**src/rtl/spi_pkg.sv**
```systemverilog
// Shared types and default sizing for the SPI initiator block.
package spi_pkg;

  localparam int SPI_DATA_W  = 8;
  localparam int SPI_CLK_DIV = 4;

  typedef enum logic [2:0] {
    IDLE,
    SETUP,
    HIGH,
    LOW,
    FINISH
  } spi_state_e;

endpackage

```
**src/rtl/spi_clk_div.sv**
```systemverilog
// Half-period timer for the SPI initiator: tick marks the last cycle of each
// CLK_DIV-cycle phase, restart holds the count at zero.
module spi_clk_div #(
  parameter int CLK_DIV = 4
) (
  input  logic clk,
  input  logic rst,
  input  logic restart,
  output logic tick
);

  localparam int CW = $clog2(CLK_DIV + 1);

  logic [CW-1:0] cnt;

  assign tick = (cnt == CW'(CLK_DIV - 1));

  always_ff @(posedge clk or negedge rst) begin
    if (!rst) begin
      cnt <= '0;
    end else if (restart || tick) begin
      cnt <= '0;
    end else begin
      cnt <= cnt + CW'(1);
    end
  end

endmodule

```
**src/rtl/spi_master.sv**
```systemverilog
// SPI initiator, mode 0, LSB first: one DATA_W-bit frame per accepted start,
// with all pin outputs driven straight from flops.
module spi_master
  import spi_pkg::*;
#(
  parameter int DATA_W  = SPI_DATA_W,
  parameter int CLK_DIV = SPI_CLK_DIV
) (
  input  logic              clk,
  input  logic              rst,
  input  logic              start,
  input  logic [DATA_W-1:0] tx_data,
  output logic              busy,
  output logic              done,
  output logic [DATA_W-1:0] rx_data,
  output logic              scl,
  output logic              cs,
  output logic              mosi,
  input  logic              miso
);

  localparam int BW = $clog2(DATA_W + 1);

  spi_state_e        state;
  spi_state_e        state_next;
  logic [DATA_W-1:0] tx_shift;
  logic [DATA_W-1:0] tx_next;
  logic [DATA_W-1:0] rx_shift;
  logic [DATA_W:0]   rx_cat;
  logic [BW-1:0]     bit_cnt;
  logic              tick;
  logic              restart;

  // The phase timer idles at zero so SETUP always gets a full CLK_DIV cycles.
  assign restart = (state == IDLE);

  spi_clk_div #(.CLK_DIV(CLK_DIV)) u_clk_div (
    .clk     (clk),
    .rst     (rst),
    .restart (restart),
    .tick    (tick)
  );

  assign tx_next = tx_shift >> 1;
  assign rx_cat  = {miso, rx_shift};

  always_ff @(posedge clk or negedge rst) begin
    if (!rst) begin
      state <= IDLE;
    end else begin
      state <= state_next;
    end
  end

  always_comb begin
    state_next = state;
    case (state)
      IDLE:    if (start) state_next = SETUP;
      SETUP:   if (tick)  state_next = HIGH;
      HIGH:    if (tick)  state_next = LOW;
      LOW:     if (tick)  state_next = (bit_cnt == BW'(DATA_W)) ? FINISH : HIGH;
      FINISH:  if (tick)  state_next = IDLE;
      default: state_next = IDLE;
    endcase
  end

  // Falling edge shifts both registers at once; the zeros shifted into tx_shift
  // leave mosi low once the last bit has gone out.
  always_ff @(posedge clk or negedge rst) begin
    if (!rst) begin
      tx_shift <= '0;
      rx_shift <= '0;
      rx_data  <= '0;
      bit_cnt  <= '0;
      busy     <= 1'b0;
      done     <= 1'b0;
      scl      <= 1'b0;
      cs       <= 1'b1;
      mosi     <= 1'b0;
    end else begin
      done <= 1'b0;
      case (state)
        IDLE: begin
          if (start) begin
            tx_shift <= tx_data;
            bit_cnt  <= '0;
            busy     <= 1'b1;
            cs       <= 1'b0;
            mosi     <= tx_data[0];
          end
        end
        SETUP: begin
          if (tick) scl <= 1'b1;
        end
        HIGH: begin
          if (tick) begin
            scl      <= 1'b0;
            rx_shift <= rx_cat[DATA_W:1];
            tx_shift <= tx_next;
            mosi     <= tx_next[0];
            bit_cnt  <= bit_cnt + BW'(1);
          end
        end
        LOW: begin
          if (tick && (bit_cnt != BW'(DATA_W))) scl <= 1'b1;
        end
        FINISH: begin
          if (tick) begin
            cs      <= 1'b1;
            rx_data <= rx_shift;
            done    <= 1'b1;
            busy    <= 1'b0;
          end
        end
        default: begin
          cs  <= 1'b1;
          scl <= 1'b0;
        end
      endcase
    end
  end

endmodule
```
**config.mk**
```make
export PLATFORM = sky130hd
export DESIGN_NAME = spi_master
export DESIGN_NICKNAME = d
export VERILOG_FILES = /design/src/rtl/spi_pkg.sv /design/src/rtl/spi_clk_div.sv /design/src/rtl/spi_master.sv
export SDC_FILE = /design/constraint.sdc
export NUM_CORES = 1
export LEC_CHECK = 0
export CAP_MARGIN = 40
export CORE_MARGIN = 2
export CORE_UTILIZATION = 40
export DETAILED_ROUTE_END_ITERATION = 10
export GPL_TIMING_DRIVEN = 0
export SYNTH_ARGS = -nofsm -noshare
export SYNTH_HDL_FRONTEND = slang
export SYNTH_SLANG_ARGS = --single-unit
```
**constraint.sdc**
```tcl
create_clock -name clk -period 2.4 [get_ports clk]
set_input_delay 0.36 -clock clk [delete_from_list [all_inputs] [get_ports clk]]
set_output_delay 0.36 -clock clk [all_outputs]
set_load 0.005 [all_outputs]
```
* Word-level counts from Yosys, hierarchy flattened
Cells that the tools add are included.
** Word-level totals
- Bits in registers :: 39
- Input bits :: 12
- Output and inout port bits :: 13
- Word-level logic and storage cells :: 69
** Operators by class
- Add/subtract/negate cells :: 2
- Equal/unequal tests :: 13
- Muxes and demuxes :: 27
- Bitwise logic cells :: 2
- Reduce and logical (&&, ||, !) cells :: 14
** Operators with widths (count)
- 3-bit 2-to-1 mux :: 7
- 8-bit 2-to-1 mux :: 2
- 8-bit one-hot mux with 2 select lines :: 1
- 3-bit one-hot mux with 5 select lines :: 1
- 2-bit != test (second input constant) :: 6
- 3-bit by 2-bit == test with 1-bit output (second input constant) :: 3
- 1-bit 2-to-1 mux :: 9
- 3-bit AND reduction :: 3
- 4-bit 2-to-1 mux :: 2
- 4-bit one-hot mux with 2 select lines :: 1
- 5-bit AND reduction :: 1
- 4-bit by 1-bit adder with 4-bit output (second input constant) :: 1
- 4-bit == test (second input constant) :: 1
- 4-bit != test (second input constant) :: 1
- 1-bit one-hot mux with 2 select lines :: 2
- 1-bit one-hot mux with 4 select lines :: 1
- 2-bit AND reduction :: 2
- 4-bit AND reduction :: 1
- 2-bit nonzero test :: 2
- 3-bit by 1-bit adder with 3-bit output (second input constant) :: 1
- 3-bit by 1-bit == test with 1-bit output (second input constant) :: 1
- 3-bit == test (second input constant) :: 1
- 3-bit zero test :: 1
- 1-bit one-hot mux with 3 select lines :: 1
- other kinds (5) :: 6

* Logic depth before layout (Yosys ltp)
- Word-level depth :: 4
- Depth in mapped cells :: 7
- Gate-level depth less buffers :: 5

* By module
From an unflattened synthesis, not the netlist that was laid out.
** Unflattened totals
- Cells, all modules :: 132
- Area total of the unflattened synthesis :: 1714.1 µm²
** By module, submodules not included
- spi_master :: instances 1, cells an instance 123, area each 1587.8 µm², seq. area each 877.1 µm²
- spi_clk_div :: instances 1, cells an instance 9, area each 126.4 µm², seq. area each 75.1 µm²

* Worst setup path after synthesis
Ideal clock, no wire load.
- Path type :: reg-to-reg
- Start :: register u_clk_div.cnt[0]
- End :: register bit_cnt[1]
- Arrival :: 1547 ps
- Required time :: 2277 ps
- Slack :: 730 ps
- Stages on the path, launching flop included :: 8
- Buffers on the path :: 2
- Path through :: dfrtp_1 ha_1 ha_1 nor4bb_1 buf_2 or2_1 buf_4 mux2i_1
** On the way
- Longest elaborated chain between the ends :: 3
** RTL lines
- start: declaration :: line spi_clk_div.sv:14 : logic [CW-1:0] cnt;
- start signal: assignment :: line spi_clk_div.sv:24 : cnt <= cnt + CW'(1);
- 3-bit by 2-bit == test with 1-bit output :: line spi_clk_div.sv:16 : assign tick = (cnt == CW'(CLK_DIV - 1));
- 2-bit != test (no source line)
- 3-bit AND reduction (no source line)
- end signal: assignment :: line spi_master.sv:101 : bit_cnt <= bit_cnt + BW'(1);
- end: declaration :: line spi_master.sv:30 : logic [BW-1:0] bit_cnt;
No other way between the ends.
A chain may end at the register's enable or synchronous reset.

* Worst setup path after layout
Same ends and word-level chain as after synthesis.

==> results summary <==
The total power density per cell area is 958 nW/um2. The leading cell type by number of instances after synthesis is sky130_fd_sc_hd__dfrtp_1. The detailed router's first-iteration violation count is 77.

The number of global-route vias before repair came out at 1244. The tool flagged a number of max-cap violations equal to 0. In this run the critical register-to-register path is captured at bit_cnt[1]. The portion of synthesized area spent on multiplexers is 10.5%. The overall die width is 69.7 um.

Of the total synthesized cell area, the portion taken by full adders, half adders and majority gates is 3.63%. The combinational family with the most area after synthesis is simple AND/OR/NAND/NOR gates. The total iterations of the first detailed-routing run is 4.

Counting the buffers created by CTS gives 5. The count of nets left with antenna violations after detail routing is 0. After synthesis, the mean cell area works out to 10.7 um2. The hold violation total from the final report came out at 0. Yosys mapped a number of flops with a built-in enable equal to 0. The fraction of final layout cells with drive strength greater than 1 is 16.1%. The data required time of the worst path is 2.61 ns. In this run the count of I/O pins placed on the die edge is 25.

The number of clock sinks is 38. The distinct cell type count of the synthesized netlist came out at 35. In this run the static leakage power is 0.969 nW.

The relative max-transition margin came out at 44.7%. The depth of the worst register-to-register path is 7. The number of nets at the end of the flow came out at 209. Setup repair after global routing left no endpoint under its margin. The share of the synthesized area in compound gates (AO/OA/AOI/OAI) is 9.65%. The achievable frequency is 538 MHz. The total grt overflow came out at 0. The synthesized design spends more area on one cell type than any other, namely sky130_fd_sc_hd__dfrtp_1. The share of the clock period used by the worst path after layout came out at 77.5%.

The via count came out at 1231. The critical path launch point type is a register. The maximum number of buffers from clock root to sink came out at 2.

The fraction of synthesized cell area in xor and xnor cells came out at 0%. By count the netlist is led by sky130_fd_sc_hd__dfrtp_1, sky130_fd_sc_hd__nand2_1, sky130_fd_sc_hd__a21oi_1, sky130_fd_sc_hd__mux2_2. In this design, the critical path's most frequently occurring cell is sky130_fd_sc_hd__ha_1. Row generation in the floorplan step produced 23 rows. The number of buffer and inverter instances along the worst setup path is 2. The run finished with clean final reports.

The root buffer cell is sky130_fd_sc_hd__clkbuf_8. The number of antenna violations at the first check in global routing came out at 0. The worst setup path is captured at a register. Dividing the detail-routed via count by the number of cells gives 5.07. The pre-CTS setup slack is 0.554 ns. The area share of the leading cell type in the synthesized netlist is 53.7%. The worst reg-to-reg setup slack is 0.54 ns. In the post-route analysis, the smallest setup slack over all paths is 0.540 ns. In this run the worst path has a maximum fanout of 10. The die is 69.7 um tall. Walking the worst path, the cells encountered are ha_1 > ha_1 > nor4bb_1 > buf_2 > or2_1 > buf_4 > mux2i_1.

The most used flip-flop cell after synthesis is sky130_fd_sc_hd__dfrtp_1. The DRC violation count after routing came out at 0. The TritonCTS clock tree is built. In the final routed layout, each cell accounts on average for 13.3 um. The synthesized netlist devotes 15.8% of its cell area to simple gates. The cell count after synthesis came out at 161. During placement, the flow inserted port buffers numbering 24. The global-route total usage across every layer is 14.5%. The post-cts repair resize count came out at 0. The first-pass GRT wire length is 5620 um.

Among all stages on the critical path, the largest delay is contributed by sky130_fd_sc_hd__dfrtp_1. The fraction of registers with async set/reset is 100%. The highest ir drop seen on vdd came out at 0.442 mV.

The number of slew-limit violations in the final report came out at 0. The antenna cell count is 0. The clock-pin transition on the worst setup and hold timing paths is 0.08 ns. The worst setup path is of the reg -> reg kind. The fill cell instance count of the final layout came out at 387. The post-synth net total is 178. Relative to the synthesized area, the layout overhead comes to 22.8%. The Yosys step of the flow raised 0 warnings. The sequential-to-total area share from yosys stat is 55.2%. The total length of routed wires is 3240 um. The post-synthesis instance area came out at 1720 um2.

The number of hold buffers added after cts came out at 0. The global placer's final weighted congestion came out at 0.797. The total of endpoints with negative setup slack in the final report came out at 0. The area of the die is 4850 um2. The area used by multi-input combinational logic came out at 683 um2.

The launching point of the worst reg2reg path is u_clk_div.cnt[0]. The number of levels the H-tree was split into is 2. The min-delay analysis places its worst path in the category in -> async. The synthesized design contains 38 register bits. On the worst path, the slowest cell contributes a delay of 0.36 ns. Entering global routing, the biggest net connects 39 pins. The shortest period the worst path allows came out at 1.86 ns.

The data arrival time of the worst path is 2.07 ns. In the final layout, flip-flops and latches occupy 952 um2. The half-perimeter wire length of the detailed placement result came out at 2310 um. The accumulated negative setup slack is 0 ns.

The kind of cell with the highest combined delay along the critical path is adder cells. The starting density of the core came out at 42.2%. The clock insertion delay at the later pin of the skew report is 0.28 ns. In this run the standard cell core region covers 4090 um2. The clock arrives with 0.00311 ns of skew. The slew at the pin closest to its max-slew limit is 0.830 ns. The number of post-CTS setup repair buffers is 0. Yosys attributes the largest share of cell area to sky130_fd_sc_hd__dfrtp_1, sky130_fd_sc_hd__nand2_1, sky130_fd_sc_hd__mux2_2, sky130_fd_sc_hd__mux2i_1, sky130_fd_sc_hd__ha_1.
layer usage:
| layer | track usage (%) | wire, um | vias to the layer above |
|---|---|---|---|
| met4 | 3.21 | 23 | 0 |
| met2 | 23.8 | 1580 | 23 |
| met1 | 18.1 | 1520 | 593 |
| met3 | 5.81 | 117 | 4 |
| li1 | - | - | 611 |
| met5 | 0 | 0 | - |
through the flow:
step | power [W] | hold slack [ns] | instance area, um2 | cells | utilization, %
after floorplan | 0.00139 | 0.0644 | 1720 | 161 | -
after global placement | 0.00155 | 0.422 | 2030 | 235 | 49.6
after detailed placement | 0.00159 | 0.439 | 2020 | 235 | 49.5
after CTS | 0.00205 | 0.203 | 2120 | 243 | 51.8
after global routing | 0.00220 | 0.231 | 2120 | 243 | 51.8
final | 0.00203 | 0.168 | 2120 | 243 | 51.8
worst register-to-register path: cells and delay by family, from the launching register on:
family | cells | cell delay (ns)
adders and majority gates | 2 | 0.46
buffers and inverters | 2 | 0.40
and+or+nand+nor | 2 | 0.37
DFF | 1 | 0.36
muxes | 1 | 0.19
flip-flops by register name (all words and copies together), names as in the netlist, 3 cells and up:
name and count:
tx_shift 8, u_clk_div.cnt 3, state 3, bit_cnt 4, rx_shift 8, rx_data 8
cell usage in the layout (no fill, tap or decap), drive strengths merged:
| cell type | count |
|---|---|
| nor3 | 7 |
| clkbuf | 7 |
| nor3b | 1 |
| o21ai | 7 |
| mux2 | 9 |
| a21oi | 11 |
| nor2b | 2 |
| or3 | 2 |
| clkinvlp | 1 |
| a211oi | 2 |
| a22o | 1 |
| nand4bb | 1 |
| mux2i | 8 |
| dfrtp | 37 |
| ha | 5 |
| nor2 | 5 |
| or2 | 2 |
| a21o | 1 |
| nand2 | 28 |
| o32a | 1 |
| a31o | 1 |
| clkinv | 1 |
| dfstp | 1 |
| o2bb2ai | 1 |
| a21boi | 1 |
| buf | 10 |
| nand3 | 3 |
| a32o | 1 |
| nand4 | 1 |
| inv | 8 |
| clkdlybuf4s50 | 23 |
| and3 | 1 |
| nor4bb | 1 |
| and3b | 1 |
| nor4b | 1 |
cell type report:
cell class	count	share of cell area [%]
flip-flops and latches	38	45.0
multi-input cells	105	32.3
repair buffers	24	11.1
clock buffers	6	3.90
well taps	50	2.96
plain buffers	10	2.78
inverters	8	1.42
clock inverters	2	0.591
worst max path at each step:
stage	start	endpoint	slack (ns)	cells past startpoint
2_1_floorplan	u_clk_div.cnt[0]	bit_cnt[1]	0.73	7
5_1_grt	u_clk_div.cnt[0]	bit_cnt[1]	0.41	7
6_report	u_clk_div.cnt[0]	bit_cnt[1]	0.54	7
4_1_cts	u_clk_div.cnt[0]	bit_cnt[1]	0.52	7
3_3_place_gp	rst	rx_data[6]	0.09	1
3_5_place_dp	u_clk_div.cnt[0]	tx_shift[6]	0.55	7
kinds of logic (layout without fill, tap and decap cells):
| group | count (synthesis) | after routing |
|---|---|---|
| buffers and inverters | 18 | 50 |
| AND/OR/NAND/NOR | 56 | 56 |
| AO/OA/AOI/OAI | 27 | 27 |
| adder cells (fa/ha/maj) | 5 | 5 |
| multiplexers | 17 | 17 |
| flip-flops | 38 | 38 |
where the power goes:
part	total (W)	leakage (nW)	switching, W	internal, W
combinational	0.000635	0.444	0.000328	0.000307
clock	0.000459	0.0472	0.000228	0.000231
sequential	0.000935	0.478	0.000114	0.000821
(Power assumes the default switching activity.)
